<file path="src/rtl/uart_pkg.sv">
// rtl/uart_pkg.sv - shared register addresses, bit positions and FSM states for the UART bridge
package uart_pkg;

  // CPU-facing register map of the bridge
  localparam logic [1:0] CPU_TXD  = 2'd0;
  localparam logic [1:0] CPU_RXD  = 2'd1;
  localparam logic [1:0] CPU_BAUD = 2'd2;
  localparam logic [1:0] CPU_STAT = 2'd3;

  // simple_uart register map
  localparam logic [1:0] U_ODR = 2'd0;
  localparam logic [1:0] U_IDR = 2'd1;
  localparam logic [1:0] U_BSR = 2'd2;
  localparam logic [1:0] U_SR  = 2'd3;

  // simple_uart SR bit positions
  localparam int SR_BUSY = 0;
  localparam int SR_RX   = 1;
  localparam int SR_FE   = 2;

  // Bridge status word bit positions
  localparam int ST_TX_FULL   = 0;
  localparam int ST_TX_EMPTY  = 1;
  localparam int ST_RX_NEMPTY = 2;
  localparam int ST_RX_FULL   = 3;
  localparam int ST_RX_OVF    = 4;
  localparam int ST_TX_OVF    = 5;
  localparam int ST_BUSY      = 6;
  localparam int ST_TX_CNT    = 8;
  localparam int ST_RX_CNT    = 16;

  localparam logic [15:0] BAUD_RST = 16'd2;

  typedef enum logic [2:0] {
    S_IDLE,
    S_BSR,
    S_SR_REQ,
    S_SR_EVAL,
    S_IDR_REQ,
    S_IDR_EVAL,
    S_CLR,
    S_ODR
  } state_e;

endpackage

</file>
<file path="src/rtl/uart_sync_fifo.sv">
// rtl/uart_sync_fifo.sv - single-clock FIFO with occupancy count, drops pushes when full
module uart_sync_fifo #(
  parameter int WIDTH = 8,
  parameter int DEPTH = 16,
  parameter int AW    = 4
) (
  input  logic             clk_i,
  input  logic             rst_i,
  input  logic             push_i,
  input  logic [WIDTH-1:0] wdata_i,
  input  logic             pop_i,
  output logic [WIDTH-1:0] rdata_o,
  output logic             full_o,
  output logic             empty_o,
  output logic [AW:0]      count_o
);

  localparam logic [AW:0] DEPTH_C = (AW+1)'(DEPTH);

  logic [WIDTH-1:0] mem_q [DEPTH];
  logic [AW-1:0]    wptr_q, rptr_q;
  logic [AW:0]      count_q;
  logic             push_ok, pop_ok;

  // Full is judged on the current count, so a push into a full FIFO is dropped even when a pop happens alongside it
  assign full_o  = (count_q == DEPTH_C);
  assign empty_o = (count_q == '0);
  assign push_ok = push_i && !full_o;
  assign pop_ok  = pop_i && !empty_o;
  assign rdata_o = mem_q[rptr_q];
  assign count_o = count_q;

  // Storage array; contents need no reset because the count guards every read
  always_ff @(posedge clk_i) begin
    if (push_ok) mem_q[wptr_q] <= wdata_i;
  end

  // Pointers wrap modulo DEPTH; count tracks simultaneous push and pop
  always_ff @(posedge clk_i or negedge rst_i) begin
    if (!rst_i) begin
      wptr_q  <= '0;
      rptr_q  <= '0;
      count_q <= '0;
    end else begin
      if (push_ok) wptr_q <= wptr_q + AW'(1);
      if (pop_ok)  rptr_q <= rptr_q + AW'(1);
      count_q <= count_q + (AW+1)'(push_ok) - (AW+1)'(pop_ok);
    end
  end

endmodule

</file>
<file path="src/rtl/uart_fifo_bridge.sv">
// rtl/uart_fifo_bridge.sv - buffered CPU front-end that polls and services a simple_uart
module uart_fifo_bridge
  import uart_pkg::*;
#(
  parameter int DEPTH = 16,
  parameter int AW    = 4
) (
  input  logic        clk_i,
  input  logic        rst_i,
  input  logic        sel_i,
  input  logic [1:0]  addr_i,
  input  logic [31:0] data_i,
  output logic [31:0] data_o,
  input  logic        we_i,
  output logic        u_sel_o,
  output logic [1:0]  u_addr_o,
  output logic [31:0] u_data_o,
  output logic        u_we_o,
  input  logic [31:0] u_data_i,
  output logic        irq_o
);

  state_e      state_q, state_d;
  logic [15:0] baud_q;
  logic        bsr_pend_q, rx_ovf_q, tx_ovf_q, busy_q, sr_fe_q;
  logic [31:0] data_q, status;

  logic        cpu_wr, cpu_rd;
  logic        tx_push, tx_pop, tx_full, tx_empty;
  logic [7:0]  tx_head;
  logic [AW:0] tx_cnt;
  logic        rx_push, rx_pop, rx_full, rx_empty;
  logic [8:0]  rx_head, rx_wdata;
  logic [AW:0] rx_cnt;
  logic        unused_bits;

  // Upper bits of the bus words carry no information for this bridge
  assign unused_bits = ^{u_data_i[31:8], data_i[31:16]};

  assign cpu_wr   = sel_i && we_i;
  assign cpu_rd   = sel_i && !we_i;
  assign tx_push  = cpu_wr && (addr_i == CPU_TXD);
  assign rx_pop   = cpu_rd && (addr_i == CPU_RXD) && !rx_empty;
  assign rx_wdata = {sr_fe_q, u_data_i[7:0]};
  assign data_o   = data_q;
  assign irq_o    = !rx_empty || rx_ovf_q;

  uart_sync_fifo #(.WIDTH(8), .DEPTH(DEPTH), .AW(AW)) u_tx_fifo (
    .clk_i   (clk_i),
    .rst_i   (rst_i),
    .push_i  (tx_push),
    .wdata_i (data_i[7:0]),
    .pop_i   (tx_pop),
    .rdata_o (tx_head),
    .full_o  (tx_full),
    .empty_o (tx_empty),
    .count_o (tx_cnt)
  );

  uart_sync_fifo #(.WIDTH(9), .DEPTH(DEPTH), .AW(AW)) u_rx_fifo (
    .clk_i   (clk_i),
    .rst_i   (rst_i),
    .push_i  (rx_push),
    .wdata_i (rx_wdata),
    .pop_i   (rx_pop),
    .rdata_o (rx_head),
    .full_o  (rx_full),
    .empty_o (rx_empty),
    .count_o (rx_cnt)
  );

  // Assemble the CPU-visible status word
  always_comb begin
    status = '0;
    status[ST_TX_FULL]   = tx_full;
    status[ST_TX_EMPTY]  = tx_empty;
    status[ST_RX_NEMPTY] = !rx_empty;
    status[ST_RX_FULL]   = rx_full;
    status[ST_RX_OVF]    = rx_ovf_q;
    status[ST_TX_OVF]    = tx_ovf_q;
    status[ST_BUSY]      = busy_q;
    status[ST_TX_CNT +: AW+1] = tx_cnt;
    status[ST_RX_CNT +: AW+1] = rx_cnt;
  end

  // Poller next state and UART bus drive; the bus is idle outside request and write states
  always_comb begin
    state_d  = state_q;
    u_sel_o  = 1'b0;
    u_we_o   = 1'b0;
    u_addr_o = '0;
    u_data_o = '0;
    tx_pop   = 1'b0;
    rx_push  = 1'b0;
    case (state_q)
      S_IDLE:     state_d = bsr_pend_q ? S_BSR : S_SR_REQ;
      S_BSR: begin
        u_sel_o  = 1'b1;
        u_we_o   = 1'b1;
        u_addr_o = U_BSR;
        u_data_o = {16'd0, baud_q};
        state_d  = S_IDLE;
      end
      S_SR_REQ: begin
        u_sel_o  = 1'b1;
        u_addr_o = U_SR;
        state_d  = S_SR_EVAL;
      end
      S_SR_EVAL: begin
        // Receive is serviced ahead of transmit so incoming bytes are not lost
        if (u_data_i[SR_RX])                     state_d = S_IDR_REQ;
        else if (!u_data_i[SR_BUSY] && !tx_empty) state_d = S_ODR;
        else                                      state_d = S_IDLE;
      end
      S_IDR_REQ: begin
        u_sel_o  = 1'b1;
        u_addr_o = U_IDR;
        state_d  = S_IDR_EVAL;
      end
      S_IDR_EVAL: begin
        rx_push = 1'b1;
        state_d = S_CLR;
      end
      S_CLR: begin
        // Returning through IDLE gives the UART's delayed clear time to land before the next SR read
        u_sel_o  = 1'b1;
        u_we_o   = 1'b1;
        u_addr_o = U_SR;
        state_d  = S_IDLE;
      end
      S_ODR: begin
        u_sel_o  = 1'b1;
        u_we_o   = 1'b1;
        u_addr_o = U_ODR;
        u_data_o = {24'd0, tx_head};
        tx_pop   = 1'b1;
        state_d  = S_IDLE;
      end
      default:    state_d = S_IDLE;
    endcase
  end

  // Poller state register plus SR fields captured when the status read returns
  always_ff @(posedge clk_i or negedge rst_i) begin
    if (!rst_i) begin
      state_q <= S_IDLE;
      busy_q  <= 1'b0;
      sr_fe_q <= 1'b0;
    end else begin
      state_q <= state_d;
      if (state_q == S_SR_EVAL) begin
        busy_q  <= u_data_i[SR_BUSY];
        sr_fe_q <= u_data_i[SR_FE];
      end
    end
  end

  // Sticky overflow flags, baud shadow and its pending-write marker; hardware set beats CPU clear
  always_ff @(posedge clk_i or negedge rst_i) begin
    if (!rst_i) begin
      tx_ovf_q   <= 1'b0;
      rx_ovf_q   <= 1'b0;
      baud_q     <= BAUD_RST;
      bsr_pend_q <= 1'b0;
    end else begin
      if (tx_push && tx_full)                                   tx_ovf_q <= 1'b1;
      else if (cpu_wr && (addr_i == CPU_STAT) && data_i[ST_TX_OVF]) tx_ovf_q <= 1'b0;
      if (rx_push && rx_full)                                   rx_ovf_q <= 1'b1;
      else if (cpu_wr && (addr_i == CPU_STAT) && data_i[ST_RX_OVF]) rx_ovf_q <= 1'b0;
      if (cpu_wr && (addr_i == CPU_BAUD)) begin
        baud_q     <= data_i[15:0];
        bsr_pend_q <= 1'b1;
      end else if (state_q == S_BSR) begin
        bsr_pend_q <= 1'b0;
      end
    end
  end

  // Registered CPU read data; TX-address reads and writes leave it untouched
  always_ff @(posedge clk_i or negedge rst_i) begin
    if (!rst_i) begin
      data_q <= '0;
    end else if (cpu_rd) begin
      case (addr_i)
        CPU_RXD:  data_q <= rx_empty ? 32'd0 : {23'd0, rx_head};
        CPU_BAUD: data_q <= {16'd0, baud_q};
        CPU_STAT: data_q <= status;
        default:  data_q <= data_q;
      endcase
    end
  end

endmodule

</file>
<file path="config.mk">
export PLATFORM = sky130hd
export DESIGN_NAME = uart_fifo_bridge
export DESIGN_NICKNAME = d
export VERILOG_FILES = /design/src/rtl/uart_pkg.sv /design/src/rtl/uart_sync_fifo.sv /design/src/rtl/uart_fifo_bridge.sv
export SDC_FILE = /design/constraint.sdc
export NUM_CORES = 1
export LEC_CHECK = 0
export ABC_AREA = 1
export BUFFER_PORTS_ARGS = -buffer_cell sky130_fd_sc_hd__buf_2
export CAP_MARGIN = 20
export CELL_PAD_IN_SITES_DETAIL_PLACEMENT = 0
export CELL_PAD_IN_SITES_GLOBAL_PLACEMENT = 1
export CORE_ASPECT_RATIO = 0.9
export CORE_MARGIN = 5
export CORE_UTILIZATION = 43
export CTS_CLUSTER_SIZE = 8
export DETAILED_ROUTE_END_ITERATION = 7
export PLACE_DENSITY_LB_ADDON = 0.1
export SLEW_MARGIN = 5
export SYNTH_ARGS = -nofsm -noshare
export SYNTH_HDL_FRONTEND = slang
export SYNTH_SLANG_ARGS = --single-unit
</file>
<file path="constraint.sdc">
create_clock -name clk_i -period 2.3 [get_ports clk_i]
set_input_delay 0.46 -clock clk_i [delete_from_list [all_inputs] [get_ports clk_i]]
set_output_delay 0.46 -clock clk_i [all_outputs]
set_load 0.02 [all_outputs]
</file>
==> flow_summary.json <==
{
  "drtIter0Drc": 827,
  "fmax_ghz": 0.372,
  "finClkSkew_ns": 0.0191,
  "status": "finished with violations",
  "yosys_register_bits": 343,
  "drc": 0,
  "synth_cells": 1318,
  "power_per_cell_area_mw_per_mm2": 1230,
  "via_count": 10200,
  "clock_latency_ns": 0.54,
  "grt_max_degree": 67,
  "crit_arrival_ns": 2.23,
  "routed_via_density": 5.09,
  "drive_gt1_share_pct": 25.0,
  "area_delta_synth_final_pct": 25.2,
  "max_stage_delay_ns": 0.37,
  "cp-start-kind": "register",
  "netlist_area_sq_mm": 0.0148,
  "numCtsBuffers": 48,
  "internal-power_w": 0.0146,
  "die_x_um": 206,
  "swShare_pct": 35.9,
  "h-tree-depth": 2,
  "crit_slowest_cell": "dfrtp_2",
  "worstHoldStart": "data_i[11]",
  "initial_core_util_pct": 43.5,
  "antenna_left": 0,
  "cp_max_fo": 5,
  "rsz0062_at_grt": "true",
  "die_h_um": 186,
  "wl_per_cell_um": 19.5,
  "min_path_type": "input pin to register",
  "end_kind": "primary output",
  "port_buffers": 71,
  "synthFlopType": "edfxtp_1",
  "setup_ws_ns": -0.390,
  "grtUsageTotal_pct": 20.4,
  "cp.required_ns": 1.84,
  "core_region_area_sq_mm": 0.0340,
  "ir_worst_vdd_mv": 0.825,
  "drv_slew": 0,
  "worstSetupStartpoint": "u_tx_fifo.rptr_q[0]$_DFFE_PN0P_",
  "syn_area_per_cell_sq_um": 11.2,
  "nets": 1614,
  "rows": 64,
  "crit_chain": "buf_12 > clkinv_8 > buf_12 > buf_4 > o21ai_0 > nand2_1 > nand2_1 > nand3_2 > nand2_2 > o21ai_4 > buf_6",
  "clock_path_buffers": 3,
  "synthArstFlopShare_pct": 20.7,
  "preCtsSetupSlack_ns": -0.132,
  "pin_count": 139,
  "ys_seq_area_share_pct": 67.1,
  "insertedDiodeCount": 0,
  "pwr-share-comb_pct": 38.6,
  "grt_pass1_wl_um": 59200,
  "antenna_found_initial": 0,
  "p_clk_share_pct": 27.6,
  "setup_viol": 8,
  "p_sw_w": 0.00817,
  "yosysWarnings": 0,
  "rr_startpoint": "u_tx_fifo.count_o[2]$_DFF_PN0_",
  "tightest_slew_ns": 0.947,
  "cellLeakagePower_nw": 7.27,
  "place_hpwl_um": 24800,
  "grt_pass1_vias": 10000,
  "gp_congestion": 0.809,
  "finalHoldViolations": 0,
  "wl_um": 39200,
  "drt-pass1-iter-count": 5,
  "period_needed_ns": 2.69,
  "p_seq_share_pct": 33.8,
  "relSlewSlack_pct": 36.9,
  "yosys.cell_types.count": 40,
  "cts.sinks": 343,
  "post-route-util_pct": 54.5,
  "cts_root_buf": "clkbuf_16",
  "violations": "negative setup slack",
  "gr-total-overflow": 0,
  "path_clk_slew_ns": 0.05,
  "fillCellCount": 2948,
  "critPathKind": "register to primary output",
  "cap_violations": 0,
  "rrSetupSlack_ns": 0.04,
  "finalCritPeriodShare_pct": 117,
  "die_area_sq_mm": 0.0383,
  "synth_edf_count": 272,
  "cts_tree": "built"
}
==> per-stage QoR <==
step	area [sq um]	instances	setup TNS (ns)	power [W]	hold slack (ns)
after global placement	16100	1889	-0.938	0.0147	0.450
after detailed placement	16100	1889	-0.979	0.0148	0.455
after CTS	18100	1998	-3.25	0.0222	0.158
after floorplan	14900	1344	-0.0260	0.0123	0.164
final	18500	2009	-2.75	0.0228	0.181
after global routing	18500	2009	-3.82	0.0242	0.179
==> placed cells by master (no fill, tap or decap), types with 3 or more instances in the layout <==
cell / instances
buf_6: 12
a21oi_1: 46
ha_4: 6
nor2_2: 14
inv_2: 14
ha_1: 16
o21ai_0: 81
nand3_1: 45
a221oi_1: 3
nand2_1: 146
buf_4: 112
mux2_2: 6
inv_1: 77
clkbuf_1: 27
nand3_4: 4
buf_16: 6
o21ai_2: 19
buf_2: 61
or2_2: 4
o211ai_1: 30
nor2_4: 9
o21ai_1: 39
xor2_1: 19
clkinv_1: 4
conb_1: 27
o21ai_4: 4
dfrtp_1: 67
clkbuf_16: 54
nor2_1: 216
nand2_2: 24
a21oi_2: 5
a211oi_1: 3
dfrtp_2: 3
buf_12: 11
edfxtp_1: 272
nor3_1: 32
nand4_1: 6
==> cell usage after synthesis (9+ instances only) <==
cell      instances  area, sq um
nor3_1           32          160
o21ai_0         114          571
o211ai_1         30          225
dfrtp_1          70         1750
a21oi_1          51          255
clkbuf_1         11         41.3
buf_2            23          115
o21ai_1          28          140
buf_4            40          300
ha_1             22          275
nor2_1          236          886
xor2_1           19          166
nand3_1          50          250
inv_1            85          319
edfxtp_1        272         8170
buf_6             9          101
nand2_1         170          638
==> repair_timing <==
item                                    CTS  global route
gates resized for setup                 101            81
pin swaps                                28            46
setup buffers                            27             7
gates cloned                              5             6
hold buffers                              1             0
hold endpoints to repair                 38             0
endpoints found under the setup margin   12            14
==> cell families (layout without fill, tap and decap cells) <==
group | Yosys count | count (layout) | synth area share, %
other | 1 | 27 | 0.0253
flip-flops | 343 | 343 | 67.1
AO/OA/AOI/OAI | 234 | 234 | 8.70
XOR/XNOR | 20 | 20 | 1.18
AND/OR/NAND/NOR | 505 | 505 | 14.0
adder cells (fa/ha/maj) | 24 | 24 | 2.13
multiplexers | 7 | 7 | 0.557
buffers and inverters | 184 | 387 | 6.33
==> path summary, 6_finish.rpt <==
check	endpoint	cells past startpoint
min in group asynchronous	baud_q[9]$_DFFE_PN0P_	2
hold / removal	baud_q[11]$_DFFE_PN0P_	3
setup reg to reg	u_tx_fifo.count_o[4]$_DFF_PN0_	15
max in group asynchronous	u_rx_fifo.count_o[3]$_DFF_PN0_	3
setup / recovery	u_data_o[6]	11
hold reg to reg	state_q[1]$_DFF_PN0_	1
==> worst max-delay path: cells and delay by family (launching register included) <==
kind	cells	cell delay (ns)
AO/OA/AOI/OAI	2	0.29
flip-flops	1	0.37
AND/OR/NAND/NOR	4	0.42
buffers and inverters	5	0.64
==> final cells by class <==
type,instances,area [sq um],share of cell area (%)
Inverter,99,392,2.11
Multi-Input combinational cell,817,4440,24.0
Clock inverter,2,25.0,0.135
Sequential cell,343,9950,53.6
Timing Repair Buffer,211,1860,10.0
Tap cell,462,578,3.12
Clock buffer,75,1300,7.02
==> layer usage <==
layer  part of all wire (%)  wire length [um]  track usage [%]  up-vias
li1                       -                 -                -     4889
met2                     44             17300             30.7      305
met5                      0                 0                0        -
met3                    6.5              2540             3.66       51
met1                     48             18700             31.1     4988
met4                    1.8               691             4.77        0
==> power by group through the flow <==
stage	combinational [W]	sequential (W)	clock (W)
6_report	0.00880	0.00770	0.00628
5_1_grt	0.00971	0.00775	0.00670
4_1_cts	0.00806	0.00770	0.00642
3_5_place_dp	0.00703	0.00777	0
3_3_place_gp	0.00697	0.00777	0
2_1_floorplan	0.00452	0.00781	0
==> state kept, by name (all words and copies together), names as in the netlist <==
register and flops:
state_q 3, u_rx_fifo.rptr_q 4, data_o 21, u_tx_fifo.count_o 5
u_tx_fifo.wptr_q 4, u_rx_fifo.mem_q 144, bsr_pend_q 1, baud_q 16
u_rx_fifo.count_o 5, u_tx_fifo.mem_q 128, u_tx_fifo.rptr_q 4, tx_ovf_q 1
busy_q 1, rx_ovf_q 1, u_rx_fifo.wptr_q 4, sr_fe_q 1
Note: power is estimated with default switching activity, not from simulation.
